## config.mk

```make
export PLATFORM = sky130hd
export DESIGN_NAME = alu4_sequencer
export DESIGN_NICKNAME = d
export VERILOG_FILES = /design/src/rtl/alu4_sequencer.sv
export SDC_FILE = /design/constraint.sdc
export NUM_CORES = 1
export LEC_CHECK = 0
export ABC_CLOCK_PERIOD_IN_PS = 3500
export BUFFER_PORTS_ARGS = -buffer_cell sky130_fd_sc_hd__buf_4
export CAP_MARGIN = 40
export CORE_MARGIN = 4
export CORE_UTILIZATION = 50
export DETAILED_ROUTE_END_ITERATION = 6
export PLACE_DENSITY = 0.75
export SETUP_SLACK_MARGIN = 0.02
export SYNTH_ARGS = -nofsm -noshare
export SYNTH_HDL_FRONTEND = slang
export SYNTH_SLANG_ARGS = --single-unit
```

## constraint.sdc

```tcl
create_clock -name clk -period 3.5 [get_ports clk]
set_input_delay 0.175 -clock clk [delete_from_list [all_inputs] [get_ports clk]]
set_output_delay 0.175 -clock clk [all_outputs]
set_load 0.02 [all_outputs]
```

## src/rtl/alu4_sequencer.sv

```systemverilog
// Multi-cycle controller for the external 4-bit ALU: accepts 12-bit instructions,
// reads operands from a 4x4 register file, and writes results and flags back.
module alu4_sequencer (
  input  logic        clk,
  input  logic        rst,
  input  logic        instr_valid,
  output logic        instr_ready,
  input  logic [11:0] instr,
  output logic [3:0]  alu_a,
  output logic [3:0]  alu_b,
  output logic [2:0]  alu_opcode,
  input  logic [3:0]  alu_result,
  input  logic        alu_carry,
  input  logic        alu_zero,
  output logic        flag_c,
  output logic        flag_z,
  output logic        done,
  input  logic [1:0]  rf_raddr,
  output logic [3:0]  rf_rdata
);

  typedef enum logic [1:0] {
    S_IDLE  = 2'd0,
    S_ISSUE = 2'd1,
    S_WB    = 2'd2
  } state_t;

  state_t      r_state;
  state_t      w_next_state;
  logic        w_ready;
  logic        w_done;
  logic        w_accept;
  logic        r_ldi;
  logic [1:0]  r_rd;
  logic [3:0]  r_imm;
  logic [3:0]  r_alu_a;
  logic [3:0]  r_alu_b;
  logic [2:0]  r_alu_opcode;
  logic        r_flag_c;
  logic        r_flag_z;
  logic [3:0]  r_rf [0:3];

  assign w_accept = instr_valid && w_ready;

  // State register
  always_ff @(posedge clk or posedge rst) begin
    if (rst) begin
      r_state <= S_IDLE;
    end else begin
      r_state <= w_next_state;
    end
  end

  // Next-state logic
  always_comb begin
    w_next_state = r_state;
    case (r_state)
      S_IDLE: begin
        if (w_accept) begin
          w_next_state = S_ISSUE;
        end else begin
          w_next_state = S_IDLE;
        end
      end
      S_ISSUE: w_next_state = S_WB;
      S_WB:    w_next_state = S_IDLE;
      default: w_next_state = S_IDLE;
    endcase
  end

  // Handshake and retire outputs, decoded straight from the state register
  always_comb begin
    w_ready = 1'b0;
    w_done  = 1'b0;
    case (r_state)
      S_IDLE:  w_ready = 1'b1;
      S_ISSUE: w_ready = 1'b0;
      S_WB:    w_done  = 1'b1;
      default: begin
        w_ready = 1'b0;
        w_done  = 1'b0;
      end
    endcase
  end

  // Instruction latch, ALU operand presentation and flag capture
  always_ff @(posedge clk or posedge rst) begin
    if (rst) begin
      r_ldi        <= 1'b0;
      r_rd         <= 2'd0;
      r_imm        <= 4'd0;
      r_alu_a      <= 4'd0;
      r_alu_b      <= 4'd0;
      r_alu_opcode <= 3'd0;
      r_flag_c     <= 1'b0;
      r_flag_z     <= 1'b0;
    end else begin
      if (w_accept) begin
        r_ldi <= instr[11];
        r_rd  <= instr[7:6];
        r_imm <= instr[3:0];
        // LDI leaves the ALU-facing registers untouched
        if (!instr[11]) begin
          r_alu_a      <= r_rf[instr[5:4]];
          r_alu_b      <= r_rf[instr[3:2]];
          r_alu_opcode <= instr[10:8];
        end
      end
      if ((r_state == S_ISSUE) && !r_ldi) begin
        r_flag_c <= alu_carry;
        r_flag_z <= alu_zero;
      end
    end
  end

  // Register file writeback at the end of ISSUE
  always_ff @(posedge clk or posedge rst) begin
    if (rst) begin
      for (int i = 0; i < 4; i++) begin
        r_rf[i] <= 4'd0;
      end
    end else if (r_state == S_ISSUE) begin
      if (r_ldi) begin
        r_rf[r_rd] <= r_imm;
      end else begin
        r_rf[r_rd] <= alu_result;
      end
    end
  end

  assign instr_ready = w_ready;
  assign done        = w_done;
  assign alu_a       = r_alu_a;
  assign alu_b       = r_alu_b;
  assign alu_opcode  = r_alu_opcode;
  assign flag_c      = r_flag_c;
  assign flag_z      = r_flag_z;
  assign rf_rdata    = r_rf[rf_raddr];

endmodule

```

==> Word level (Yosys, flattened, before mapping) <==
Cells that the tools add are included.
{ "word_totals": {"ram_bits": 0, "inputBits": 23, "memories": 0, "wordCells": 49, "rom_bits": 0, "latch_bits": 0, "reg_bits": 38} }
{ "op_classes": {"n_mux": 18, "div_mod_pow": 0, "eq_ne": 2, "addsub": 0, "bitwise": 5, "n_reduce_logical": 6, "shifts": 0, "magnitude_cmp": 5, "multipliers": 0} }
{ "op_table": {"columns": ["cell", "n"], "rows": [
  ["16-bit bitwise mux", 2],
  ["4-bit two-way mux", 7],
  ["4-bit binary-select mux with 2-bit select", 3],
  ["16-bit two-way mux", 1],
  ["3-bit greater-or-equal comparator, second input constant", 4],
  ["2-bit NOT with 3-bit output", 4],
  ["4-bit demux with 2-bit select", 1],
  ["2-bit case mux with 2 select lines", 1],
  ["1-bit logical AND", 3],
  ["3-bit by 1-bit less-than comparator with 1-bit output, second input constant", 1],
  ["1-bit two-way mux", 3],
  ["2-bit by 1-bit equality test with 1-bit output, second input constant", 1],
  ["2-bit equality test, second input constant", 1],
  ["2-bit zero test", 1],
  ["2-bit AND reduction", 1],
  ["1-bit zero test", 1],
  ["1-bit NOT", 1]
]} }

==> Depth between registers and ports, before layout <==
Gate-level depths: netlist (run 1).
{ "depth": {"ltp_word": 7, "ltp_mapped": 4, "ltp_nobuf": 2} }

==> Worst setup path after synthesis (run 1) <==
No wires, ideal clock.
{ "synth_timing": {"path_type": "register -> register", "from": "register r_state[0]", "to": "register r_alu_a[0] (netlist: alu_a[0])", "path_buffers": 2, "arrival_ps": 1300, "setup_ps": 125, "setup_slack_ps": 2075, "synth_period_minus_slack_ps": 1425, "stages_incl_launch_ff": 5, "cell_sequence": "dfrtp_1 buf_6 nor4b_4 buf_8 mux2_4"} }
{ "synth_via": {"elab_chain_len": 4} }
{ "synth_lines": {"columns": ["item", "line", "source"], "rows": [
  ["start: declaration", "28", "state_t r_state;"],
  ["start signal: assignment", "50", "r_state <= w_next_state;"],
  ["2-bit zero test", "75", "case (r_state)"],
  ["1-bit two-way mux", "75", null],
  ["1-bit logical AND", "43", "assign w_accept = instr_valid && w_ready;"],
  ["2-bit AND reduction (no source line)", null, null],
  ["end signal: assignment", "104", "r_alu_a <= r_rf[instr[5:4]];"],
  ["end: declaration", "36", "logic [3:0] r_alu_a;"]
]} }
No other way between the ends.
A chain may end at the register's enable or synchronous reset.

==> Final worst setup path (run 1) <==
{ "layout_timing": {"from": "register r_rf[12] in the netlist's numbering", "to": "output rf_rdata[0]"} }
{ "layout_via": {"elab_chain_len": 3} }
{ "layout_lines": {"columns": ["item", "line", "source"], "rows": [
  ["start: declaration", "41", "logic [3:0] r_rf [0:3];"],
  ["start signal: indexed assignment", "124", "r_rf[r_rd] <= r_imm;"],
  ["start signal: indexed assignment", "126", "r_rf[r_rd] <= alu_result;"],
  ["4-bit binary-select mux with 2-bit select", "138", "assign rf_rdata = r_rf[rf_raddr];"],
  ["4-bit two-way mux (implied by the code) (2 in a row)", "138", null],
  ["end: declaration", "19", "output logic [3:0] rf_rdata"]
]} }
No other way between the ends. The select of a mux whose other input is x is not followed.

==> flow_summary.yaml, run 1 <==
critical_path:
  cp_max_fo: 4
  reg2reg_depth: 3
  critPathSlowestCell: "mux4_2"
  worst_r2r_startpoint: "r_state[0]"
  worstPathCellList: "mux4_2, buf_4"
  path_buf_inv: 1
  r2r_slack_ns: 1.98
  critical_path_class: "reg -> out"
  cp-start-kind: "flip-flop"
  startpoint: "r_rf[12]"
  required_ns: 3.32
  crit_arrival_ns: 1.35
  critPathMaxStageDelay_ns: 0.47
  cp-end-kind: "output pin"
  reg2reg_to: "alu_b[3]"
  path_delay_family: "multiplexers"
global_route:
  grt_pass1_wl_um: 6450
  antenna_found_initial: 0
  overflow: 0
  track_usage: 0.171
  grt_max_degree: 20
  grt_pass1_vias: 1284
clocking:
  cts_resized: 0
  cts_tree: "built"
  clockBufferDepth: 2
  postCtsSetupBuffers: 0
  root_buffer: "clkbuf_8"
  cts.clk_slew.worst_paths_ns: 0.07
  insertion_delay_ns: 0.28
  clkSinkCount: 38
  cts_buffers: 5
  htreeDepth: 2
die:
  die_x_um: 69.3
  start_util: 0.517
  die_area_sq_um: 4800
  placementRows: 22
  die_height_um: 69.3
  core_area_sq_um: 3630
  io_pins: 42
power_and_ir_drop:
  powerDensity_nw_per_um2: 772
  clockPowerShare: 0.166
  leakage_nw: 1.05
  switching_share: 0.324
  peakVddDrop_v: 0.000351
  intPower_w: 0.00123
  combPwrFrac: 0.400
  power_frac_seq: 0.434
  switching_power_w: 0.000591
drt:
  wl_per_cell_um: 17.9
  routed_wl_um: 3610
  vias: 1108
  drc: 0
  firstDrtPassIters: 4
  viasPerCell: 5.49
  antenna_left: 0
  drt_iter0_markers: 24
placement:
  dp_hpwl_um: 2800
  globalplace.congestion: 0.725
  placed_area_sq_um: 2250
  io_buffers: 41
worst_hold_path:
  holdPathStages: 2
  worstHoldStart: "instr[9]"
  hold_path_end: "alu_opcode[1]"
  hp-class: "in -> reg"
sta:
  finalSetupTns_ns: 0
  worst_pin_slew_ns: 0.471
  fin_skew_ns: 0.00537
  relSlewSlack: 0.686
  rsz0062_at_grt: "no"
  setup_viol: 0
  min_period_over_period: 0.436
  max_freq_mhz: 656
  hold_viol_final: 0
  slew_violations: 0
  fin_crit_ns: 1.52
logic_synthesis:
  netlist_instances: 104
  ys_warn_count: 0
  yosysUniqueCellTypes: 17
  syn-cell-area_sq_um: 1880
  synth.net_count: 127
  yosysSeqAreaShare: 0.506
  synth_top_area_share: 0.506
  synth_top_area_cell: "dfrtp_1"
  yosys-top-cells-area: "dfrtp_1 51%, mux2_2 18%, mux4_2 11%"
  syn_avg_cell_area_sq_um: 18.1
  synth_seq_cells: 38
cells_and_area:
  finish.instance_area_sq_um: 2360
  layout-drive-gt1-share: 0.682
  layout.nets: 176
  syn2layout_area_growth_pct: 25.6
  diodes: 0
job:
  maxCapViolations: 0
run_status:
  status: "finished, final reports clean"
[routing by layer]
metal	vias up	GRT usage	share of wire
li1	504	-	-
met1	572	0.210	0.41
met2	27	0.289	0.52
met3	5	0.0464	0.056
met4	0	0.0586	0.014
met5	-	0	0
[what timing repair did]
| item | CTS | global route |
|---|---|---|
| setup endpoints to repair | 0 | 0 |
| endpoints found under the hold margin | 9 | 0 |
| hold buffers | 1 | 0 |
[sequential cells by signal, summed over array words and instances, names as in the netlist]
register and count:
alu_a 4, alu_opcode 3, alu_b 4, r_imm 4
r_ldi 1, r_rd 2, flag_z 1, r_state 2
r_rf 16, flag_c 1
[layout make-up]
type | instances | area, sq um
fillers | 277 | 1270
clock buffers | 7 | 86.3
repair buffers | 45 | 364
flip-flops and latches | 38 | 951
inverters | 1 | 3.75
clock inverters | 1 | 5.00
well taps | 48 | 60.1
multi-input cells | 62 | 890
[through the flow]
step	hold WS (ns)	power [W]	setup WS, ns	utilization	cells
2_1_floorplan	0.323	0.00125	2.07	-	104
3_3_place_gp	0.409	0.00149	1.66	0.611	191
3_5_place_dp	0.205	0.00153	1.60	0.618	192
4_1_cts	0.111	0.00184	1.60	0.646	201
5_1_grt	0.110	0.00194	1.90	0.649	202
6_report	0.121	0.00182	1.98	0.649	202
[layout by cell type, fill, tap and decap left out]
cell type	n
and4b_1	1
and4bb_2	2
buf_16	1
buf_4	42
buf_6	1
clkbuf_1	1
clkbuf_8	6
clkinv_2	1
dfrtp_1	38
dlygate4sd3_1	1
inv_1	1
mux2_2	30
mux2_4	9
mux4_1	3
mux4_2	9
nor2_1	1
nor2b_1	2
nor3b_1	1
nor3b_4	1
nor4b_4	2
o21ba_2	1
[power groups by stage]
stage / Clock [W] / Sequential [W] / Combinational [W]
after floorplan: 0 / 0.000817 / 0.000437
after global placement: 0 / 0.000775 / 0.000713
after detailed placement: 0 / 0.000797 / 0.000738
after CTS: 0.000315 / 0.000789 / 0.000739
after global routing: 0.000338 / 0.000823 / 0.000783
final: 0.000303 / 0.000789 / 0.000728
[synth_stat cells]
| cell type | count |
|---|---|
| and4b_1 | 1 |
| and4bb_2 | 2 |
| buf_4 | 1 |
| buf_6 | 1 |
| buf_8 | 1 |
| dfrtp_1 | 38 |
| inv_1 | 1 |
| mux2_2 | 30 |
| mux2_4 | 9 |
| mux4_1 | 3 |
| mux4_2 | 9 |
| nor2_1 | 1 |
| nor2b_1 | 2 |
| nor3b_1 | 1 |
| nor3b_4 | 1 |
| nor4b_4 | 2 |
| o21ba_2 | 1 |
[kinds of logic (layout without fill, tap and decap cells)]
group           Yosys count  after routing  synth area share
mux                      51             51             0.402
flops                    38             38             0.506
simple gates             10             10            0.0666
buf+inv                   4             54            0.0200
compound gates            1              1           0.00533
[worst max-delay path by stage]
stage	endpoint	slack, ns	depth (start not counted)
6_report	rf_rdata[0]	1.98	2
5_1_grt	r_rd[0]	1.90	2
4_1_cts	alu_b[3]	1.60	2
3_5_place_dp	alu_b[3]	1.60	2
3_3_place_gp	alu_opcode[2]	1.66	2
2_1_floorplan	alu_a[0]	2.07	4
Power figures use the tool's default switching activity.
==> run 2: changes to the inputs <==
--- a/config.mk
+++ b/config.mk
@@ -5,11 +5,11 @@
 export SDC_FILE = /design/constraint.sdc
 export NUM_CORES = 1
 export LEC_CHECK = 0
-export ABC_CLOCK_PERIOD_IN_PS = 3500
+export ABC_CLOCK_PERIOD_IN_PS = 1400
 export BUFFER_PORTS_ARGS = -buffer_cell sky130_fd_sc_hd__buf_4
 export CAP_MARGIN = 40
 export CORE_MARGIN = 4
-export CORE_UTILIZATION = 50
+export CORE_UTILIZATION = 48
 export DETAILED_ROUTE_END_ITERATION = 6
 export PLACE_DENSITY = 0.75
 export SETUP_SLACK_MARGIN = 0.02
==> constraint.sdc (replaced) <==
create_clock -name clk -period 1.4 [get_ports clk]
set_input_delay 0.07 -clock clk [delete_from_list [all_inputs] [get_ports clk]]
set_output_delay 0.07 -clock clk [all_outputs]
set_load 0.02 [all_outputs]
==> flow_summary.yaml, run 2 (same netlist as run 1, synthesis figures left out) <==
run_status:
  status: "finished, violations left"
  violations: "negative setup slack"
placement:
  globalplace.congestion: 0.730
  dp_hpwl_um: 2900
  place_inst: 200
  io_buffers: 41
  placed_area_sq_um: 2300
drt:
  drt_iter0_markers: 73
  vias: 1206
  routed_wl_um: 4180
  firstDrtPassIters: 4
  antenna_left: 0
  drc: 0
  wl_per_cell_um: 18.9
  viasPerCell: 5.46
sta:
  rsz0062_at_grt: "yes"
  fin_skew_ns: 0.00756
  setup_slack_ns: -0.0476
  slew_violations: 0
  max_freq_mhz: 691
  setup_viol: 23
  min_period_over_period: 1.03
  finalSetupTns_ns: -0.531
  hold_viol_final: 0
  holdWs_ns: 0.0129
  relSlewSlack: 0.691
  fin_crit_ns: 1.45
  worst_pin_slew_ns: 0.464
die:
  io_pins: 42
  die_height_um: 70.6
  placementRows: 22
  die_area_sq_um: 4980
  die_x_um: 70.6
  core_area_sq_um: 3720
  start_util: 0.505
cells_and_area:
  layout.nets: 195
  syn2layout_area_growth_pct: 40.6
  diodes: 0
  final_common_cell: "buf_4"
  layout-drive-gt1-share: 0.728
  layout.cells.non_filler: 221
  largest_reg_flops: 16
  finish.instance_area_sq_um: 2640
  top_register: "r_rf"
  layout_common_cells: "51 x buf_4, 37 x dfrtp_1, 21 x mux2_4"
clocking:
  clkSinkCount: 38
  insertion_delay_ns: 0.29
  root_buffer: "clkbuf_8"
  htreeDepth: 2
  cts.clk_slew.worst_paths_ns: 0.08
  cts_buffers: 5
  cts_tree: "built"
  clockBufferDepth: 2
critical_path:
  crit_arrival_ns: 1.62
  cp-start-kind: "flip-flop"
  cp_max_fo: 7
  cp-end-kind: "flip-flop"
  critical_path_class: "reg -> reg"
  reg2reg_to: "r_imm[1]"
  required_ns: 1.57
  worst_r2r_startpoint: "r_state[1]"
  r2r_slack_ns: -0.05
  reg2reg_depth: 4
global_route:
  grt_max_degree: 39
  grt_pass1_wl_um: 6470
  overflow: 0
  grt_pass1_vias: 1243
  antenna_found_initial: 0
  track_usage: 0.169
power_and_ir_drop:
  peakVddDrop_v: 0.00101
  leakage_nw: 1.22
  powerDensity_nw_per_um2: 2040
worst_hold_path:
  holdPathStages: 2
  worstHoldStart: "instr[9]"
  hold_path_end: "alu_opcode[1]"
  hp-class: "in -> reg"
job:
  maxCapViolations: 0
-- run 2: cell type report --
type | instances | area [sq um]
inverter | 1 | 3.75
tap | 48 | 60.1
fill | 231 | 1070
timing repair buffer | 64 | 534
clock buffer | 6 | 82.6
sequential | 38 | 952
clock inverter | 2 | 60.1
multi-input combinational | 62 | 948
-- run 2: where the power goes --
group | leakage, nW | internal, W | switching, W | total (W)
Combinational | 0.689 | 0.00144 | 0.000815 | 0.00225
Sequential | 0.455 | 0.00156 | 0.000424 | 0.00198
Clock | 0.0714 | 0.000760 | 0.000384 | 0.00114
Total | 1.22 | 0.00376 | 0.00162 | 0.00538
-- run 2: repair_timing --
| item | CTS | global route |
|---|---|---|
| hold buffers | 1 | 2 |
| buffers inserted | 7 | 3 |
| resized for setup | 8 | 18 |
| hold endpoints to repair | 38 | 2 |
| pin swaps | 0 | 1 |
| endpoints found under the setup margin | 35 | 34 |
-- run 2: stage by stage --
step	total power [W]	utilization	setup slack, ns
floorplan	0.00313	-	-0.0253
global placement	0.00377	0.619	-0.0246
detailed placement	0.00387	0.619	-0.0583
CTS	0.00523	0.681	-0.0539
global route	0.00565	0.711	-0.0884
finish	0.00538	0.711	-0.0476
-- run 2: worst max path at each step --
stage | startpoint | end | slack (ns) | cells past startpoint
CTS | r_state[1] | r_imm[1] | -0.05 | 4
finish | r_state[1] | r_imm[1] | -0.05 | 4
floorplan | r_state[0] | alu_a[0] | -0.03 | 4
global route | r_state[1] | r_imm[1] | -0.09 | 4
detailed placement | r_state[1] | alu_b[3] | -0.06 | 3
global placement | r_state[1] | alu_b[3] | -0.02 | 3
-- run 2: metal layers --
metal	GRT usage	wire (um)	up-vias	share of wire
li1	-	-	539	-
met1	0.218	1760	616	0.42
met2	0.278	2130	46	0.51
met3	0.0483	241	5	0.058
met4	0.0543	48	0	0.011
met5	0	0	-	0
-- run 2: critical path: stages (launching register included) --
cell     delay, ns
dfrtp_2       0.48
buf_6         0.15
nor3b_4       0.24
buf_6         0.16
mux2_4        0.30
==> run 3: changes to the inputs <==
--- a/config.mk
+++ b/config.mk
@@ -9,9 +9,10 @@
 export BUFFER_PORTS_ARGS = -buffer_cell sky130_fd_sc_hd__buf_4
 export CAP_MARGIN = 40
 export CORE_MARGIN = 4
-export CORE_UTILIZATION = 48
+export CORE_UTILIZATION = 50
+export CTS_BUF_LIST = sky130_fd_sc_hd__clkbuf_8
 export DETAILED_ROUTE_END_ITERATION = 6
-export PLACE_DENSITY = 0.75
+export PLACE_DENSITY = 0.78
 export SETUP_SLACK_MARGIN = 0.02
 export SYNTH_ARGS = -nofsm -noshare
 export SYNTH_HDL_FRONTEND = slang
==> flow_summary.yaml, run 3 (same netlist as run 1, synthesis figures left out) <==
die:
  die_x_um: 69.3
  die_area_sq_um: 4800
  die_height_um: 69.3
  start_util: 0.517
  core_area_sq_um: 3630
  placementRows: 22
  io_pins: 42
clocking:
  htreeDepth: 2
  root_buffer: "clkbuf_8"
  cts_buffers: 5
  clockBufferDepth: 2
  clkSinkCount: 38
  cts.clk_slew.worst_paths_ns: 0.07
  insertion_delay_ns: 0.29
  cts_tree: "built"
worst_hold_path:
  worstHoldStart: "instr[10]"
  hp-class: "in -> reg"
sta:
  max_freq_mhz: 679
  slew_violations: 0
  finalSetupTns_ns: -0.793
  worst_pin_slew_ns: 0.458
  min_period_over_period: 1.05
  setup_slack_ns: -0.0722
  hold_viol_final: 0
  rsz0062_at_grt: "yes"
  fin_skew_ns: 0.00348
  setup_viol: 20
  fin_crit_ns: 1.47
  relSlewSlack: 0.695
cells_and_area:
  layout.nets: 200
  largest_reg_flops: 16
  final_common_cell: "buf_4"
  syn2layout_area_growth_pct: 43.2
  layout_common_cells: "58 x buf_4, 34 x dfrtp_1, 21 x mux2_4"
  diodes: 0
  top_register: "r_rf"
  layout.cells.non_filler: 226
  utilization: 0.740
  layout-drive-gt1-share: 0.764
critical_path:
  startpoint: "r_state[1]"
  critical_path_class: "reg -> reg"
  required_ns: 1.58
  cp-start-kind: "flip-flop"
  critPathSlowestCell: "dfrtp_2"
  crit_arrival_ns: 1.65
  path_delay_family: "flip-flops"
  path_buf_inv: 2
  worstPathCellList: "nor4b_4, buf_4, clkbuf_16, mux2_4"
  cp-end-kind: "flip-flop"
  cp_max_fo: 8
  critPathMaxStageDelay_ns: 0.50
  worst_r2r_startpoint: "r_state[1]"
placement:
  io_buffers: 41
  globalplace.congestion: 0.780
  dp_hpwl_um: 2730
  place_inst: 199
global_route:
  grt_pass1_vias: 1266
  use_met1: 0.215
  grt_max_degree: 39
  grt.busiest_layer: "met2"
  grt_pass1_wl_um: 6470
  track_usage: 0.174
  use_met3: 0.0536
  globalRouteMet2Util: 0.298
  overflow: 0
  antenna_found_initial: 0
power_and_ir_drop:
  switching_share: 0.299
  switching_power_w: 0.00161
  intPower_w: 0.00377
  clockPowerShare: 0.210
  powerDensity_nw_per_um2: 2000
  power_frac_seq: 0.366
  peakVddDrop_v: 0.00110
  combPwrFrac: 0.423
  leakage_nw: 1.24
drt:
  wl_per_cell_um: 17.8
  firstDrtPassIters: 4
  drc: 0
  routed_wl_um: 4010
  vias: 1228
  antenna_left: 0
  drt_iter0_markers: 28
  viasPerCell: 5.43
run_status:
  status: "finished, violations left"
  violations: "negative setup slack"
job:
  maxCapViolations: 0
run 3: cell type report:
type | instances | area [sq um]
multi-input combinational | 62 | 947
timing repair buffer | 69 | 579
clock inverter | 2 | 60.1
tap | 48 | 60.1
fill | 232 | 945
inverter | 1 | 3.75
clock buffer | 6 | 82.6
sequential | 38 | 956
run 3: metrics by stage:
stage          hold WS, ns  total power (W)  setup WS (ns)  instance area (sq um)
2_1_floorplan        0.218          0.00313        -0.0253                   1880
3_3_place_gp         0.202          0.00376        -0.0602                   2290
3_5_place_dp         0.212          0.00385         -0.118                   2290
4_1_cts            0.00122          0.00522        -0.0262                   2560
5_1_grt            0.00162          0.00564         -0.107                   2690
6_report           0.00523          0.00538        -0.0722                   2690
run 3: power by group through the flow:
| stage | clock, W | combinational, W | sequential, W |
|---|---|---|---|
| global placement | 0 | 0.00182 | 0.00193 |
| detailed placement | 0 | 0.00187 | 0.00198 |
| finish | 0.00113 | 0.00227 | 0.00197 |
| floorplan | 0 | 0.00109 | 0.00204 |
| global route | 0.00119 | 0.00241 | 0.00204 |
| CTS | 0.00116 | 0.00209 | 0.00197 |
run 3: path summary, 6_finish.rpt:
path | cells after the start | endpoint | slack (ns)
min in group asynchronous | 4 | alu_opcode[0] | 0.44
worst max register to register | 4 | alu_opcode[1] | -0.07
worst max-delay path | 4 | alu_opcode[1] | -0.07
worst min register to register | 1 | alu_a[1] | 0.51
worst min-delay path | 2 | alu_opcode[2] | 0.005
max in group asynchronous | 4 | r_state[0] | 0.61
run 3: routing by layer:
metal	part of all wire	wire, um
met1	0.41	1660
met2	0.54	2150
met3	0.034	135
met4	0.017	68
met5	0	0
run 3: timing repair:
action                                  CTS  global route
setup buffers                             7             9
hold endpoints to repair                 38             1
pin swaps                                 0             2
gates resized for setup                  19             8
endpoints found under the setup margin   40            38
cloned                                    0             1
hold buffers                              1             1
